`config.mk`:
```
export PLATFORM = sky130hd
export DESIGN_NAME = shift_pair_arbiter_flat
export DESIGN_NICKNAME = d
export VERILOG_FILES = /design/src/rtl/shift_pair_arbiter_if.sv /design/src/rtl/shift_pair_arbiter.sv /design/src/flat_wrapper.sv
export SDC_FILE = /design/constraint.sdc
export NUM_CORES = 1
export LEC_CHECK = 0
export CORE_MARGIN = 1
export CORE_UTILIZATION = 43
export DETAILED_ROUTE_END_ITERATION = 7
export PLACE_DENSITY = 0.77
export SYNTH_ARGS = -nofsm -noshare
export SYNTH_HDL_FRONTEND = slang
export SYNTH_SLANG_ARGS = --single-unit
```
`constraint.sdc`:
```
create_clock -name Clk -period 1.6 [get_ports Clk]
set_clock_uncertainty 0.2 [all_clocks]
set_input_delay 0.16 -clock Clk [delete_from_list [all_inputs] [get_ports Clk]]
set_output_delay 0.16 -clock Clk [all_outputs]
set_load 0.03 [all_outputs]
```
`src/rtl/shift_pair_arbiter_if.sv`:
```
// Purpose: bundles the requester handshake and shifter-side signals of shift_pair_arbiter.
// Latency: none (wiring only).
// Backpressure: requesters hold Req/Data until their one-cycle Gnt pulse.
// Ports: ReqA/DataA, ReqB/DataB, GntA/GntB (requester side); D/ShEn/X/Y (shifter side);
//        ResX/ResY/Done/Owner (result side). slave = arbiter view, master = environment view.
interface shift_pair_arbiter_if #(
   parameter int WIDTH = 4
);
   logic             ReqA;
   logic [WIDTH-1:0] DataA;
   logic             ReqB;
   logic [WIDTH-1:0] DataB;
   logic             GntA;
   logic             GntB;
   logic             D;
   logic             ShEn;
   logic [WIDTH-1:0] X;
   logic [WIDTH-1:0] Y;
   logic [WIDTH-1:0] ResX;
   logic [WIDTH-1:0] ResY;
   logic             Done;
   logic             Owner;

   modport slave (
      input  ReqA, DataA, ReqB, DataB, X, Y,
      output GntA, GntB, D, ShEn, ResX, ResY, Done, Owner
   );

   modport master (
      output ReqA, DataA, ReqB, DataB, X, Y,
      input  GntA, GntB, D, ShEn, ResX, ResY, Done, Owner
   );
endinterface

```
`src/rtl/shift_pair_arbiter.sv`:
```
// Purpose: round-robin arbiter that serializes a requester word MSB-first into a shifter pair and captures X/Y.
// Latency: grant 1 edge after request in IDLE; Done in cycle WIDTH+1 after grant; WIDTH+3 cycles per transaction.
// Backpressure: requests are sampled only in IDLE; a requester must drop Req while its Gnt is high.
// Ports: Clk, Rst_n (sync, active-low); bus (slave modport): ReqA/DataA, ReqB/DataB in, GntA/GntB out,
//        D/ShEn out to shifter, X/Y in from shifter, ResX/ResY/Done/Owner out.
module shift_pair_arbiter #(
   parameter int WIDTH = 4
) (
   input  logic                 Clk,
   input  logic                 Rst_n,
   shift_pair_arbiter_if.slave  bus
);
   localparam int            CW       = (WIDTH > 1) ? $clog2(WIDTH) : 1;
   localparam logic [CW-1:0] CNT_LAST = CW'(WIDTH - 1);

   typedef enum logic [1:0] {
      IDLE    = 2'd0,
      SHIFT   = 2'd1,
      CAPTURE = 2'd2,
      DONE    = 2'd3
   } state_t;

   state_t           state, state_nxt;
   logic [CW-1:0]    cnt, cnt_nxt;
   logic [WIDTH-1:0] sbuf, sbuf_nxt;    // MSB is always the bit currently on D
   logic             last_b, last_b_nxt; // 1 = B owned the most recent grant
   logic             win_b, win_b_nxt;   // owner of the transaction in flight
   logic             pick_b;

   logic             gnt_a_nxt, gnt_b_nxt, d_nxt, shen_nxt, done_nxt;
   logic             gnt_a_q, gnt_b_q, d_q, shen_q, done_q;
   logic [WIDTH-1:0] res_x_q, res_y_q;
   logic             owner_q;

   // Lone requester wins; on a tie the one that did not own the last grant wins.
   assign pick_b = bus.ReqB & (~bus.ReqA | ~last_b);

   // State register
   always_ff @(posedge Clk) begin
      if (!Rst_n) begin
         state  <= IDLE;
         cnt    <= '0;
         sbuf   <= '0;
         last_b <= 1'b1;
         win_b  <= 1'b0;
      end else begin
         state  <= state_nxt;
         cnt    <= cnt_nxt;
         sbuf   <= sbuf_nxt;
         last_b <= last_b_nxt;
         win_b  <= win_b_nxt;
      end
   end

   // Next-state logic
   always_comb begin
      state_nxt  = state;
      cnt_nxt    = cnt;
      sbuf_nxt   = sbuf;
      last_b_nxt = last_b;
      win_b_nxt  = win_b;
      case (state)
         IDLE: begin
            if (bus.ReqA || bus.ReqB) begin
               win_b_nxt  = pick_b;
               last_b_nxt = pick_b;
               sbuf_nxt   = pick_b ? bus.DataB : bus.DataA;
               cnt_nxt    = '0;
               state_nxt  = SHIFT;
            end
         end
         SHIFT: begin
            sbuf_nxt = sbuf << 1;
            if (cnt == CNT_LAST) begin
               cnt_nxt   = '0;
               state_nxt = CAPTURE;
            end else begin
               cnt_nxt = cnt + CW'(1);
            end
         end
         CAPTURE: state_nxt = DONE;
         DONE:    state_nxt = IDLE;
         default: state_nxt = IDLE;
      endcase
   end

   // Output decode: computes the values the output registers take at the next edge,
   // so every output pin comes straight from a flop.
   always_comb begin
      gnt_a_nxt = 1'b0;
      gnt_b_nxt = 1'b0;
      if (state == IDLE && state_nxt == SHIFT) begin
         gnt_a_nxt = ~win_b_nxt;
         gnt_b_nxt = win_b_nxt;
      end
      shen_nxt = (state_nxt == SHIFT);
      d_nxt    = shen_nxt & sbuf_nxt[WIDTH-1];
      done_nxt = (state_nxt == DONE);
   end

   // Output registers
   always_ff @(posedge Clk) begin
      if (!Rst_n) begin
         gnt_a_q <= 1'b0;
         gnt_b_q <= 1'b0;
         d_q     <= 1'b0;
         shen_q  <= 1'b0;
         done_q  <= 1'b0;
         res_x_q <= '0;
         res_y_q <= '0;
         owner_q <= 1'b0;
      end else begin
         gnt_a_q <= gnt_a_nxt;
         gnt_b_q <= gnt_b_nxt;
         d_q     <= d_nxt;
         shen_q  <= shen_nxt;
         done_q  <= done_nxt;
         // Shifter has had the CAPTURE cycle to settle; results hold until the next capture.
         if (state == CAPTURE) begin
            res_x_q <= bus.X;
            res_y_q <= bus.Y;
            owner_q <= win_b;
         end
      end
   end

   assign bus.GntA  = gnt_a_q;
   assign bus.GntB  = gnt_b_q;
   assign bus.D     = d_q;
   assign bus.ShEn  = shen_q;
   assign bus.Done  = done_q;
   assign bus.ResX  = res_x_q;
   assign bus.ResY  = res_y_q;
   assign bus.Owner = owner_q;
endmodule
```
`src/flat_wrapper.sv`:
```
// flat-port wrapper written by rule: the top's interface ports become plain ports
module shift_pair_arbiter_flat 
#(
   parameter int WIDTH = 4
)
  (Clk, Rst_n, bus_ReqA, bus_DataA, bus_ReqB, bus_DataB, bus_X, bus_Y, bus_GntA, bus_GntB, bus_D, bus_ShEn, bus_ResX, bus_ResY, bus_Done, bus_Owner);
  shift_pair_arbiter_if #(.WIDTH(WIDTH)) bus_i ();
  input  logic Clk;
  input  logic Rst_n;
  input wire logic [$bits(bus_i.ReqA)-1:0] bus_ReqA;
  input wire logic [$bits(bus_i.DataA)-1:0] bus_DataA;
  input wire logic [$bits(bus_i.ReqB)-1:0] bus_ReqB;
  input wire logic [$bits(bus_i.DataB)-1:0] bus_DataB;
  input wire logic [$bits(bus_i.X)-1:0] bus_X;
  input wire logic [$bits(bus_i.Y)-1:0] bus_Y;
  output wire logic [$bits(bus_i.GntA)-1:0] bus_GntA;
  output wire logic [$bits(bus_i.GntB)-1:0] bus_GntB;
  output wire logic [$bits(bus_i.D)-1:0] bus_D;
  output wire logic [$bits(bus_i.ShEn)-1:0] bus_ShEn;
  output wire logic [$bits(bus_i.ResX)-1:0] bus_ResX;
  output wire logic [$bits(bus_i.ResY)-1:0] bus_ResY;
  output wire logic [$bits(bus_i.Done)-1:0] bus_Done;
  output wire logic [$bits(bus_i.Owner)-1:0] bus_Owner;
  assign bus_i.ReqA = bus_ReqA;
  assign bus_i.DataA = bus_DataA;
  assign bus_i.ReqB = bus_ReqB;
  assign bus_i.DataB = bus_DataB;
  assign bus_i.X = bus_X;
  assign bus_i.Y = bus_Y;
  assign bus_GntA = bus_i.GntA;
  assign bus_GntB = bus_i.GntB;
  assign bus_D = bus_i.D;
  assign bus_ShEn = bus_i.ShEn;
  assign bus_ResX = bus_i.ResX;
  assign bus_ResY = bus_i.ResY;
  assign bus_Done = bus_i.Done;
  assign bus_Owner = bus_i.Owner;
  shift_pair_arbiter #(.WIDTH(WIDTH)) u_core (.Clk(Clk), .Rst_n(Rst_n), .bus(bus_i));
endmodule
```
# == Yosys cells after proc, flatten, opt, wreduce, memory -nomap -nowiden ==
# Cells that the tools add are included.
# op_classes
addsub,1
n_eq_ne,7
n_mux,11
bitwise_logic,6
n_reduce_logical,7
# ops
cell,n
== test 2 bit (second input constant),4
2-to-1 mux 2 bit,4
2-to-1 mux 4 bit,2
one-hot mux 2 bit (4 select lines),1
one-hot mux 4 bit (2 select lines),1
AND reduction 2 bit,3
== test 2 x 1 -> 1 bit (second input constant),2
one-hot mux 2 bit (2 select lines),1
inverter 1 bit,3
adder 2 x 1 -> 2 bit (second input constant),1
bitwise AND 1 bit,2
zero test 2 bit,1
2-to-1 mux 1 bit,2
!= test 2 x 1 -> 1 bit (second input constant),1
nonzero test 2 bit,1
logical AND 1 bit,1
logical OR 1 bit,1
bitwise OR 1 bit,1
# totals
reg_bits,24
out_inout_bits,14
word_cells,46

# == Logic depth before layout (Yosys ltp) ==
# depth
ltp_word,7
depth_mapped,4

# == Worst setup path after synthesis ==
# OpenSTA, ideal clock, no wires.
# synth_timing
kind,reg-to-reg
start,register u_core.state[0]
end,register u_core.d_q (netlist: u_core.bus.D)
setup_time_ns,0.120
t_arrival_ns,1.015
required_time_ns,1.280
slack_ns,0.265
path_stages_with_launch,5
n_path_buf,0
synth_period_minus_slack_ns,1.335
cell_sequence,dfxtp_1 -> nor2b_4 -> a21oi_2 -> a22o_1 -> o2bb2ai_1
# synth_between
elab_chain_len,4
elab_cells_between_ends,10
classes_between,eq/ne (4); mux (4); bitwise (1); reduce/logical (1)
# synth_rtl
item,line_no,rtl
from (decl),shift_pair_arbiter.sv:23,"state_t state, state_nxt;"
from (signal assigned),shift_pair_arbiter.sv:47,state <= state_nxt;
== test 2 bit (tied with other cells),shift_pair_arbiter.sv:62,case (state)
one-hot mux 2 bit (4 select lines),shift_pair_arbiter.sv:62,
== test 2 x 1 -> 1 bit,shift_pair_arbiter.sv:96,shen_nxt = (state_nxt == SHIFT);
bitwise AND 1 bit (*),shift_pair_arbiter.sv:97,d_nxt = shen_nxt & sbuf_nxt[WIDTH-1];
to (signal assigned),shift_pair_arbiter.sv:115,d_q <= d_nxt;
to (decl),shift_pair_arbiter.sv:31,"logic gnt_a_q, gnt_b_q, d_q, shen_q, done_q;"
# Mark *: on every way between the ends. The rest lies on a longest branch, timed or not.
# A chain may end at the register's enable or synchronous reset.

# == Worst setup path after layout ==
# Ends and elaborated chain as after synthesis.

==> impl_metrics.env <==
export IMPL_outcome="finished clean"
export IMPL_die_area_um2=2410
export IMPL_final_setup_viol_count=0
export IMPL_critPathArrivalTime_ns=1.48
export IMPL_relSlewSlack=0.765
export IMPL_min_path_type="input pin to flop"
export IMPL_synth_top_family_by_area="compound AO/OA/AOI/OAI gates"
export IMPL_worst_pin_slew_ns=0.352
export IMPL_place_gp_congestion=0.764
export IMPL_die_x_um=49.1
export IMPL_power_uw=1080
export IMPL_syn_num_nets=126
export IMPL_ctsHtreeMaxLevel=1
export IMPL_cts_buffers=3
export IMPL_coreArea_um2=2020
export IMPL_start_kind="flop"
export IMPL_postRouteAntennaNets=0
export IMPL_cp_max_fo=8
export IMPL_hpwl_um=1450
export IMPL_drc=0
export IMPL_ys_seq_elements=24
export IMPL_start_util=0.471
export IMPL_drv_slew=0
export IMPL_fmaxAchievable_mhz=676
export IMPL_yosysSeqAreaShare=0.505
export IMPL_cp_required_ns=1.60
export IMPL_vias=838
export IMPL_yosys_area_share_adder=0.0131
export IMPL_synth_area_per_cell_um2=9.07
export IMPL_ir_drop_v=0.000552
export IMPL_drt_total_wl_um=1860
export IMPL_layout_nets=165
export IMPL_synth_area_leaders="dfxtp_1 50%, nand2_1 9.5%, a21oi_1 6.8%"
export IMPL_grt_max_degree=20
export IMPL_grt_pass1_wl_um=3220
export IMPL_leakagePower_uw=0.000567
export IMPL_dp_slack_ns=-0.0881
export IMPL_area_delta_synth_final_pct=40.7
export IMPL_yosys_warnings=0
export IMPL_finalWorstSetupSlack_ns=0.120
export IMPL_synth_cell_types=31
export IMPL_clk_path_buf_depth=2
export IMPL_synth_top_cell_by_area="dfxtp_1"
export IMPL_yosys_area_share_simple=0.206
export IMPL_powerDensity_nw_per_um2=807
export IMPL_hold_violations=0
export IMPL_maxCapViolCount=0
export IMPL_post_route_period_util=0.925
export IMPL_grt_antenna_before_repair=0
export IMPL_wl_per_cell_um=11.0
export IMPL_rows=16
export IMPL_via_per_inst=4.96
export IMPL_drt_iter0_drc=18
export IMPL_grt_overflow_total=0
export IMPL_path_class="flop to flop"
export IMPL_period_minus_slack_ns=1.48
export IMPL_grt_total_usage=0.174
export IMPL_pin_count=34
export IMPL_syn_area_um2=952
export IMPL_grt_pass1_vias=764
export IMPL_synth_compound_area_frac=0.206
export IMPL_synth_top_area_share=0.505
export IMPL_drt_first_pass_iters=4
export IMPL_synth_xor_area_frac=0
export IMPL_clk_pin_slew_ns=0.11
export IMPL_clock_sinks=24
export IMPL_cts_tree="done"
export IMPL_io_buffers=33
export IMPL_drive_gt1_frac=0.113
export IMPL_endpoint_kind="flop"
export IMPL_root_buffer="clkbuf_4"
export IMPL_diodes=0
export IMPL_synthMuxAreaShare=0.0420
export IMPL_clk_latency_ns=0.30
export IMPL_final_cell_mix="24 x nand2_1, 24 x dfxtp_1, 19 x clkdlybuf4s50_1, 14 x dlygate4sd2_1, 13 x a21oi_1"
export IMPL_syn_inst=105
export IMPL_rsz0062_at_grt="false"
export IMPL_die_y_um=49.1
[report_power, final]
group	total, uW	switching, uW	leakage [uW]	internal [uW]
registers	647	20.6	0.000196	627
clock network	248	160	0.0000138	87.9
logic	187	86.1	0.000357	101
total	1080	266	0.000567	815
[path summary, 6_finish.rpt]
kind / cells past startpoint / end / slack [ns] / startpoint
setup / recovery: 4 / u_core.bus.D$_SDFF_PN0_ / 0.12 / u_core.state[0]$_SDFF_PN0_
hold / removal: 3 / u_core.bus.ResY[1]$_SDFFE_PN0P_ / 0.19 / bus_Y[1]
setup reg to reg: 4 / u_core.bus.D$_SDFF_PN0_ / 0.12 / u_core.state[0]$_SDFF_PN0_
hold reg to reg: 2 / u_core.bus.ResY[3]$_SDFFE_PN0P_ / 0.26 / u_core.bus.ResY[3]$_SDFFE_PN0P_
[layer usage]
metal | routed length (um) | vias up | track usage
met5 | 0 | - | 0
met4 | 0 | 0 | 0.0294
met3 | 89 | 0 | 0.0654
met2 | 921 | 18 | 0.280
met1 | 845 | 380 | 0.224
li1 | - | 440 | -
[what timing repair did]
action | CTS | global route
setup buffers | 0 | 0
hold endpoints to repair | 0 | 0
hold buffers | 0 | 0
setup endpoints to repair | 14 | 0
gates resized for setup | 14 | 0
[registers in the layout, indices dropped and copies added (netlist names), 2 cells and up]
| register | flops |
|---|---|
| u_core.bus.ResX | 4 |
| u_core.bus.ResY | 4 |
| u_core.cnt | 2 |
| u_core.sbuf | 4 |
| u_core.state | 2 |
[critical path: stages (launching register included)]
cell and delay, ns:
dfxtp_1 0.50, nor2b_4 0.27, a21oi_2 0.07, a22o_1 0.21, o2bb2ai_1 0.13
[Yosys cell counts]
cell	number
dfxtp_1	24
nand2_1	24
a21oi_1	13
nor2_1	8
mux2i_1	4
buf_2	3
a22oi_1	2
nand2b_1	2
o22ai_1	2
o2bb2ai_1	2
a2111oi_2	1
a211oi_1	1
a21oi_2	1
a21oi_4	1
a22o_1	1
a32oi_1	1
and2_4	1
buf_1	1
ha_1	1
inv_1	1
inv_2	1
nand3b_1	1
nor2_2	1
nor2b_1	1
nor2b_4	1
nor3_1	1
nor3b_1	1
o211ai_1	1
o21ai_0	1
o22a_1	1
or2_4	1
[logic make-up (layout without fill, tap and decap cells)]
logic type               count (synthesis)  in the layout
AND/OR/NAND/NOR                         42             42
AO/OA/AOI/OAI                           28             28
flip-flops                              24             24
buffers and inverters                    6             43
multiplexers                             4              4
adder cells (fa/ha/maj)                  1              1
[per-stage QoR]
step           instances  cell area, um^2  setup TNS, ns  hold WS (ns)  utilization
5_1_grt              169             1340              0         0.187        0.663
2_1_floorplan        105              952              0        0.0489            -
3_5_place_dp         166             1340         -0.226         0.246        0.660
3_3_place_gp         166             1340        -0.0708         0.243        0.660
4_1_cts              169             1340              0         0.175        0.663
6_report             169             1340              0         0.186        0.663
[layout make-up]
class | count | area [um^2]
Fill cell | 179 | 682
Sequential cell | 24 | 480
Multi-Input combinational cell | 75 | 445
Timing Repair Buffer | 38 | 350
Tap cell | 27 | 33.8
Clock buffer | 3 | 22.5
Inverter | 2 | 7.51
(Power assumes the default switching activity.)
